## src/rtl/hlsm_job_sequencer_pkg.sv

```systemverilog
// ---------------------------------------------------------------------------
// hlsm_job_sequencer_pkg
//   Shared types and widths for the HLSM job sequencer and its result FIFO.
//   - Operand / result widths of the HLSM datapath core.
//   - 2-bit sequencer state type with its three state constants.
//   - Result FIFO entry {err, z, x}.
// ---------------------------------------------------------------------------
package hlsm_job_sequencer_pkg;

  localparam int OPND_W = 16;
  localparam int Z_W    = 8;
  localparam int X_W    = 16;

  typedef logic [1:0] state_t;

  localparam state_t S_IDLE   = 2'd0;
  localparam state_t S_LAUNCH = 2'd1;
  localparam state_t S_WAIT   = 2'd2;

  typedef struct packed {
    logic           err;
    logic [Z_W-1:0] z;
    logic [X_W-1:0] x;
  } result_t;

endpackage

```

## src/rtl/hlsm_result_fifo.sv

```systemverilog
// ---------------------------------------------------------------------------
// hlsm_result_fifo
//   First-word-fall-through FIFO of result entries. The head entry is visible
//   on pop_data whenever empty is low; a push into an empty FIFO becomes
//   visible one cycle later (no combinational bypass).
// Parameters
//   DEPTH      number of entries, power of 2, >= 2
// Ports
//   Clk        clock
//   Rst        synchronous active-high reset
//   push       write push_data (ignored when full unless popping too)
//   push_data  entry to write
//   pop        drop the head entry (ignored when empty)
//   full       all DEPTH entries occupied
//   empty      no entries; pop_data reads as zero
//   pop_data   head entry
// ---------------------------------------------------------------------------
module hlsm_result_fifo
  import hlsm_job_sequencer_pkg::*;
#(
  parameter int DEPTH = 2
) (
  input  logic    Clk,
  input  logic    Rst,
  input  logic    push,
  input  result_t push_data,
  input  logic    pop,
  output logic    full,
  output logic    empty,
  output result_t pop_data
);

  localparam int             AW       = $clog2(DEPTH);
  localparam logic [AW:0]    FULL_CNT = (AW + 1)'(DEPTH);

  result_t       mem_q [DEPTH];
  logic [AW-1:0] wr_ptr_q;
  logic [AW-1:0] rd_ptr_q;
  logic [AW:0]   count_q;
  logic          do_push;
  logic          do_pop;

  assign full    = (count_q == FULL_CNT);
  assign empty   = (count_q == '0);
  assign do_pop  = pop && !empty;
  // A full FIFO still accepts a push in the cycle its head is popped.
  assign do_push = push && (!full || do_pop);

  // NOTE: state registers take non-blocking assignments so every flop samples
  // the pre-edge values of the others, independent of block ordering.
  always_ff @(posedge Clk) begin
    if (Rst) begin
      wr_ptr_q <= '0;
      rd_ptr_q <= '0;
      count_q  <= '0;
    end else begin
      if (do_push) wr_ptr_q <= wr_ptr_q + 1'b1;
      if (do_pop)  rd_ptr_q <= rd_ptr_q + 1'b1;
      case ({do_push, do_pop})
        2'b10:   count_q <= count_q + 1'b1;
        2'b01:   count_q <= count_q - 1'b1;
        default: count_q <= count_q;
      endcase
    end
  end

  // NOTE: the storage array has no reset; stale contents are never observed
  // because the read port is forced to zero while the FIFO is empty.
  always_ff @(posedge Clk) begin
    if (do_push) mem_q[wr_ptr_q] <= push_data;
  end

  assign pop_data = empty ? '0 : mem_q[rd_ptr_q];

endmodule

```

## src/rtl/hlsm_job_sequencer.sv

```systemverilog
// ---------------------------------------------------------------------------
// hlsm_job_sequencer
//   Front end for the HLSM datapath core. Accepts (a, b, c) jobs on a
//   valid/ready stream, launches the core with a one-cycle Start pulse,
//   waits for a rising edge on Done and queues {z, x} into a FWFT result
//   FIFO that drives a downstream valid/ready stream. One job in flight.
// Build option
//   HLSM_SEQ_WATCHDOG_EN  when defined, a WAIT-state watchdog aborts a job
//                         after TIMEOUT_CYCLES and queues {err=1, z=0, x=0};
//                         when undefined, WAIT lasts until Done and out_err
//                         is always 0.
// Parameters
//   DEPTH           result FIFO entries (power of 2, >= 2)
//   TIMEOUT_CYCLES  watchdog limit (only with HLSM_SEQ_WATCHDOG_EN)
// Ports
//   Clk, Rst               clock, synchronous active-high reset
//   in_valid/in_ready      job handshake, in_a/in_b/in_c operands
//   hl_start               one-cycle Start pulse to the core
//   hl_a/hl_b/hl_c         registered operands, held until the next job
//   hl_done, hl_z, hl_x    core Done and results
//   out_valid/out_ready    result handshake, out_z/out_x/out_err payload
//   job_count              completed jobs including aborts (wrapping)
// ---------------------------------------------------------------------------
module hlsm_job_sequencer
  import hlsm_job_sequencer_pkg::*;
#(
  parameter int DEPTH = 2
`ifdef HLSM_SEQ_WATCHDOG_EN
  ,
  parameter int TIMEOUT_CYCLES = 255
`endif
) (
  input  logic              Clk,
  input  logic              Rst,
  input  logic              in_valid,
  output logic              in_ready,
  input  logic [OPND_W-1:0] in_a,
  input  logic [OPND_W-1:0] in_b,
  input  logic [OPND_W-1:0] in_c,
  output logic              hl_start,
  output logic [OPND_W-1:0] hl_a,
  output logic [OPND_W-1:0] hl_b,
  output logic [OPND_W-1:0] hl_c,
  input  logic              hl_done,
  input  logic [Z_W-1:0]    hl_z,
  input  logic [X_W-1:0]    hl_x,
  output logic              out_valid,
  input  logic              out_ready,
  output logic [Z_W-1:0]    out_z,
  output logic [X_W-1:0]    out_x,
  output logic              out_err,
  output logic [15:0]       job_count
);

  state_t            state_q, state_d;
  logic              start_q;
  logic [OPND_W-1:0] a_q, b_q, c_q;
  logic              done_q;
  logic [15:0]       job_count_q;
  logic              accept;
  logic              done_edge;
  logic              timeout;
  logic              push;
  result_t           push_data;
  result_t           pop_data;
  logic              fifo_full;
  logic              fifo_empty;

  assign in_ready  = !Rst && (state_q == S_IDLE) && !fifo_full;
  assign accept    = in_valid && in_ready;
  // Only a fresh 0->1 transition completes a job; a Done level left high by
  // the previous job is ignored.
  assign done_edge = hl_done && !done_q;

`ifdef HLSM_SEQ_WATCHDOG_EN
  localparam logic [15:0] WD_LIMIT = 16'(TIMEOUT_CYCLES);

  logic [15:0] wd_cnt_q;

  always_ff @(posedge Clk) begin
    if (Rst) begin
      wd_cnt_q <= '0;
    end else if (state_q == S_LAUNCH) begin
      wd_cnt_q <= '0;
    end else if (state_q == S_WAIT) begin
      wd_cnt_q <= wd_cnt_q + 16'd1;
    end
  end

  assign timeout = (state_q == S_WAIT) && (wd_cnt_q == WD_LIMIT);
`else
  assign timeout = 1'b0;
`endif

  // NOTE: every signal driven here gets a default first, so no path through
  // the case leaves it unassigned and no latch is inferred.
  always_comb begin
    state_d   = state_q;
    push      = 1'b0;
    push_data = '0;
    case (state_q)
      S_IDLE:   if (accept) state_d = S_LAUNCH;
      S_LAUNCH: state_d = S_WAIT;
      S_WAIT: begin
        // A Done edge coinciding with the timeout is a normal completion.
        if (done_edge) begin
          push      = 1'b1;
          push_data = '{err: 1'b0, z: hl_z, x: hl_x};
          state_d   = S_IDLE;
        end else if (timeout) begin
          push      = 1'b1;
          push_data = '{err: 1'b1, z: '0, x: '0};
          state_d   = S_IDLE;
        end
      end
      default:  state_d = S_IDLE;
    endcase
  end

  always_ff @(posedge Clk) begin
    if (Rst) begin
      state_q     <= S_IDLE;
      start_q     <= 1'b0;
      a_q         <= '0;
      b_q         <= '0;
      c_q         <= '0;
      done_q      <= 1'b0;
      job_count_q <= '0;
    end else begin
      state_q <= state_d;
      start_q <= accept;
      done_q  <= hl_done;
      if (accept) begin
        a_q <= in_a;
        b_q <= in_b;
        c_q <= in_c;
      end
      if (push) job_count_q <= job_count_q + 16'd1;
    end
  end

  // Launch is gated on FIFO room and the FIFO can only drain afterwards, so
  // the completion push always finds a free slot.
  hlsm_result_fifo #(.DEPTH(DEPTH)) u_result_fifo (
    .Clk       (Clk),
    .Rst       (Rst),
    .push      (push),
    .push_data (push_data),
    .pop       (out_ready),
    .full      (fifo_full),
    .empty     (fifo_empty),
    .pop_data  (pop_data)
  );

  assign hl_start  = start_q;
  assign hl_a      = a_q;
  assign hl_b      = b_q;
  assign hl_c      = c_q;
  assign out_valid = !fifo_empty;
  assign out_z     = pop_data.z;
  assign out_x     = pop_data.x;
  assign out_err   = pop_data.err;
  assign job_count = job_count_q;

endmodule

```

## config.mk

```make
export PLATFORM = sky130hd
export DESIGN_NAME = hlsm_job_sequencer
export DESIGN_NICKNAME = d
export VERILOG_FILES = /design/src/rtl/hlsm_job_sequencer_pkg.sv /design/src/rtl/hlsm_result_fifo.sv /design/src/rtl/hlsm_job_sequencer.sv
export SDC_FILE = /design/constraint.sdc
export NUM_CORES = 1
export LEC_CHECK = 0
export BUFFER_PORTS_ARGS = -buffer_cell sky130_fd_sc_hd__buf_2
export CORE_MARGIN = 4
export CORE_UTILIZATION = 49
export CTS_CLUSTER_SIZE = 20
export DETAILED_ROUTE_END_ITERATION = 12
export HOLD_SLACK_MARGIN = 0.15
export PLACE_DENSITY = 0.78
export SLEW_MARGIN = 20
export SYNTH_ARGS = -nofsm -noshare
export SYNTH_HDL_FRONTEND = slang
export SYNTH_HIERARCHICAL = 1
export SYNTH_SLANG_ARGS = --single-unit
```

## constraint.sdc

```tcl
create_clock -name Clk -period 3.7 [get_ports Clk]
set_input_delay 0 -clock Clk [delete_from_list [all_inputs] [get_ports Clk]]
set_output_delay 0 -clock Clk [all_outputs]
set_load 0.02 [all_outputs]
```

; After elaboration in Yosys (flattened, before gate mapping)
; Memories as Yosys holds them, arrays and structs flattened. A register that Yosys moved wholly into a read port is not among the register bits.
; Index checks and enable logic that the tools add are counted.
[classes]
addsub = 5
eq_ne = 7
n_mux = 13
reduce_logical = 15
[op_table]
columns = operator, count
row1 = $mux W25, 2
row2 = $mux W24, 1
row3 = $add A16 B1 Y16 const B, 1
row4 = $eq A2 B2 Y1 const B, 3
row5 = $logic_and A1 B1 Y1, 6
row6 = $mux W1, 6
row7 = $pmux W2 S3, 1
row8 = $eq A2 B1 Y1 const B, 2
row9 = $logic_not A1 Y1, 4
row10 = $logic_not A2 Y1, 2
row11 = $mux W2, 2
row12 = $ne A2 B2 Y1 const B, 2
row13 = $pmux W2 S2, 1
row14 = $add A1 B1 Y1 const B, 2
row15 = $add A2 B1 Y2 const B, 1
row16 = $reduce_and A2 Y1, 1
row17 = $reduce_bool A2 Y1, 1
row18 = $sub A2 B1 Y2 const B, 1
row19 = $logic_or A1 B1 Y1, 1
[totals]
ff_bits = 72
mem_bits_rw = 50
output_inout_bits = 92
word_cells = 51
mem_count = 1
[mem_list]
columns = memory, words, word_bits, rd, rd_ports_with_merged_regs, wr, line_no
row1 = u_result_fifo.mem_q, 2, 25, 1, 1, 1, hlsm_result_fifo.sv:36  ; result_t mem_q [DEPTH];

; Depth between registers and ports, before layout
[depth]
ltp_word = 7
ltp_mapped = 10
ltp_nobuf = 7

; Cells and area by module
; The synthesis kept the hierarchy.
[by_module_without_submodules]
columns = module, n_inst, cells_per_inst, area_per_inst_um2, seq_area_each_um2
row1 = hlsm_job_sequencer, 1, 335, 2626.3, 1361.3
row2 = hlsm_result_fifo, 1, 136, 2134.5, 1601.5

; Least setup slack after synthesis
; Ideal clock, no wire load.
[synth_path]
path_type = flip-flop to flip-flop
start = register state_q[0]
end = memory u_result_fifo/mem_q[0][0] (netlist bit), enable pin
setup_ps = 407
t_arrival_ps = 2185
required_time_ps = 3293
slack_ps = 1108
stages_incl_launch_ff = 7
period_less_slack_ps = 2592
path_cell_list = dfxtp_1 -> nand4bb_1 -> buf_2 -> inv_1 -> clkbuf_1 -> o21ai_2 -> nor2_1
[synth_between]
elab_chain_len = 5
[synth_rtl]
columns = item, line_no
row1 = "start, declared", hlsm_job_sequencer.sv:55  ; state_t state_q, state_d;
row2 = "start signal, assigned", hlsm_job_sequencer.sv:130  ; state_q <= state_d;
row3 = $eq A2 B2 Y1, hlsm_job_sequencer.sv:101  ; case (state_q)
row4 = $mux W1, hlsm_job_sequencer.sv:101
row5 = net push, hlsm_job_sequencer.sv:63  ; logic push;
row6 = $logic_and A1 B1 Y1, hlsm_result_fifo.sv:47  ; assign do_push = push && (!full || do_pop);
row7 = $mux W1, hlsm_result_fifo.sv:70  ; if (do_push) mem_q[wr_ptr_q] <= push_data;
row8 = $mux W1 (implied by the code), hlsm_result_fifo.sv:70
row9 = "end, declared", hlsm_result_fifo.sv:36
; The timed path passes the listed nets, and every way through them passes these cells.

; Worst setup path after layout
[layout_path]
start = register u_result_fifo.count_q[0]
end = register a_q[12] (netlist: hl_a[12])
[layout_between]
elab_chain_len = 4
[layout_rtl]
columns = item, line_no
row1 = "start, declared", hlsm_result_fifo.sv:39  ; logic [AW:0] count_q;
row2 = "start signal, assigned", hlsm_result_fifo.sv:60  ; 2'b10: count_q <= count_q + 1'b1;
row3 = "start signal, assigned", hlsm_result_fifo.sv:61  ; 2'b01: count_q <= count_q - 1'b1;
row4 = "start signal, assigned", hlsm_result_fifo.sv:62  ; default: count_q <= count_q;
row5 = $eq A2 B2 Y1, hlsm_result_fifo.sv:43  ; assign full = (count_q == FULL_CNT);
row6 = net fifo_full, hlsm_job_sequencer.sv:66  ; logic fifo_full;
row7 = $logic_not A1 Y1, hlsm_job_sequencer.sv:69  ; assign in_ready = !Rst && (state_q == S_IDLE) && !fifo_full;
row8 = $logic_and A1 B1 Y1, hlsm_job_sequencer.sv:69
row9 = $logic_and A1 B1 Y1, hlsm_job_sequencer.sv:70  ; assign accept = in_valid && in_ready;
row10 = "end signal, assigned", hlsm_job_sequencer.sv:134  ; a_q <= in_a;
row11 = "end, declared", hlsm_job_sequencer.sv:57  ; logic [OPND_W-1:0] a_q, b_q, c_q;
; The timed path passes the listed nets, and every way through them passes these cells.
; A chain may end at the register's enable or synchronous reset.

==> impl_results.md <==
- Status: completed
- Syn-to-layout area delta: 58.0%
- Sequential area share after synthesis: 62.2%
- Final Hold Viols: 0
- Chip Width: 107 um
- Detailed Route Iter0 Violations: 333
- CP Class: reg -> reg
- Max-cap violations: 0
- Critical path data required time: 4.14 ns
- Clock tree buffer depth: 2
- Worst-path clk slew: 0.07 ns
- Endpoint class of the critical path: register
- Port Buffers: 168
- Placer Congestion: 0.782
- CTS H-tree lvls: 4
- Clock sink count: 123
- Drt via density: 5.06
- P per Cell Area: 453 nW/um2
- Setup Viol. Count Final: 0
- Vias in the first global route: 4864
- Max Fclk: 312 MHz
- Most common cell after layout, fill and taps aside: buf_2
- Crit path DAT: 3.65 ns
- ANT cells: 0
- Core Rows: 35
- IO Pins: 169
- Synthesized flop and latch total: 123
- Final wirelength: 14.7 mm
- Post-synth top area share: 31.5%
- Max stage delay on crit path: 0.62 ns
- Core area: 9330 um2
- Final period utilization: 86.6%
- Setup crit start kind: register
- Drt wl/cell: 16.3 um
- Most area-consuming cells after synthesis: edfxtp_1 32%, dfxtp_1 31%, nand2_1 8.3%
- HPWL Detailed: 7.47 mm
- Placed Cells: 747
- Netlist cell types: 32
- Worst vdd ir: 399 uV
- Post-synth EDFFs: 50
- Total Routing Usage GR: 26.8%
- Total CTS buffers: 17
- Leakage: 0.00333 uW
- Post-DRT Antenna Nets: 0
- Worst-Margin Slew: 0.747 ns
- Warning count from the yosys run: 6
- Fin cells: 904
- Mapped Avg Cell Area: 10.1 um2
- Final Max Tran Viols: 0
- Antenna violations before repair: 0
- CTS tree: done
- HP Class: in -> reg
- Delay-heaviest family, CP: buffers and inverters
- Residual DRC: 0
- Largest net degree at the start of global routing: 73
- Via count: 4574
- Buf/Inv on CP: 5
- Crit path time final: 3.20 ns
- Final core occ: 80.6%
- Total grt overflow: 0
- Most frequent cells in the layout: 168 x buf_2, 125 x dlygate4sd3_1, 105 x nand2_1, 73 x dfxtp_1, 61 x a21oi_1
- Clk root buf: clkbuf_8
- Post-Syn Area: 4760 um2
- Initial Utilization: 51.0%
- Detailed Routing Iterations Pass 1: 6
- Synth area leader: edfxtp_1
- Post-layout nets: 840
- Share of layout cells above drive strength 1: 27.2%
- First-pass GRT wire length: 23.9 mm
- FFs w/ async S/R, synth: 0%
- Post-synthesis cell count: 471
- RSZ-0062 raised after global routing: false
- Ys flop type: dfxtp_1
- Crit path max fanout: 50
- Clock Latency Late Sink: 0.51 ns
- Postcts setup bufs: 0
- CP cell instances: nand2b_1, inv_1, nor4_1, nand2_1, buf_4, inv_1, buf_4, nand2_1, a21oi_1, dlygate4sd3_1
- Clk_skew: 0.0137 ns
- Slew HR: 50.2%
- Setup_tns: 0 ns
- Chip height: 107 um
- Slowest CP cell: dlygate4sd3_1
- DIE AREA: 11400 um2
-- state kept, by name (all words and copies together), names as in the netlist, named ones only --
register and flops:
done_q 1, hl_a 16, hl_b 16, hl_c 16, hl_start 1, job_count 16
state_q 2, u_result_fifo/count_q 2, u_result_fifo/mem_q 50, u_result_fifo/rd_ptr_q 1, u_result_fifo/wr_ptr_q 1
-- kinds of logic after synthesis --
family                   Yosys count  share of synthesized area, %
AND/OR/NAND/NOR                  199                          18.5
flip-flops                       123                          62.2
adder cells (fa/ha/maj)            1                         0.263
other                              1                        0.0788
XOR/XNOR                           9                          1.66
AO/OA/AOI/OAI                     72                          7.70
buffers and inverters             38                          3.55
multiplexers                      28                          5.99
-- final cells by class --
cell class | instances | area, um2
tap | 129 | 161
multi-input combinational | 311 | 1640
inverter | 9 | 33.8
clock buffer | 17 | 414
fill | 521 | 1810
sequential | 123 | 2960
clock inverter | 15 | 161
timing repair buffer | 300 | 2140
-- where the power goes --
group	total, uW	switching, uW	internal [uW]
clock	1610	639	970
sequential	1460	20.8	1440
combinational	339	172	167
total	3410	832	2580
-- timing repair --
item                                   CTS  global route
resized for setup                        0             0
hold buffers                           125             0
endpoints found under the hold margin  109             0
-- synth_stat cells, types with 5 or more instances --
| cell | n |
|---|---|
| a21oi_1 | 61 |
| and2_1 | 24 |
| buf_2 | 5 |
| buf_4 | 5 |
| clkbuf_1 | 17 |
| dfxtp_1 | 73 |
| edfxtp_1 | 50 |
| inv_1 | 9 |
| mux2i_1 | 27 |
| nand2_1 | 105 |
| nor2_1 | 40 |
| o21ai_0 | 9 |
| or3_1 | 8 |
| xnor2_1 | 5 |
-- layer usage --
layer | track usage [%] | part of all wire (%) | up-vias | wire length (um)
li1 | - | - | 2167 | -
met2 | 45.6 | 49 | 265 | 7290
met5 | 0 | 0 | - | 0
met3 | 8.25 | 9.3 | 44 | 1370
met4 | 12.6 | 3.3 | 0 | 483
met1 | 30.7 | 38 | 2098 | 5590
-- through the flow --
stage	area, um2	worst slack, ns	hold WS (ns)	total power (uW)
2_1_floorplan	4760	1.11	0.0724	1620
3_3_place_gp	5690	1.31	0.239	1710
3_5_place_dp	5690	1.28	0.248	1710
4_1_cts	7520	0.738	0.305	3410
5_1_grt	7520	0.354	0.335	3520
6_report	7520	0.495	0.341	3410
-- worst reg2reg max path, cell delays in order (launching register included) --
cell	delay, ns
dfxtp_1	0.46
nand2b_1	0.19
inv_1	0.07
nor4_1	0.47
nand2_1	0.11
buf_4	0.30
inv_1	0.12
buf_4	0.43
nand2_1	0.17
a21oi_1	0.21
dlygate4sd3_1	0.62
-- path summary, 6_finish.rpt --
kind,from,to,slack (ns),depth (start not counted)
setup / recovery,u_result_fifo/count_q[0],hl_a[12],0.50,10
hold / removal,hl_z[5],u_result_fifo/mem_q[0][21],0.34,3
setup reg to reg,u_result_fifo/count_q[0],hl_a[12],0.50,10
hold reg to reg,job_count[15],job_count[15],0.49,2
Note: power is estimated with default switching activity, not from simulation.
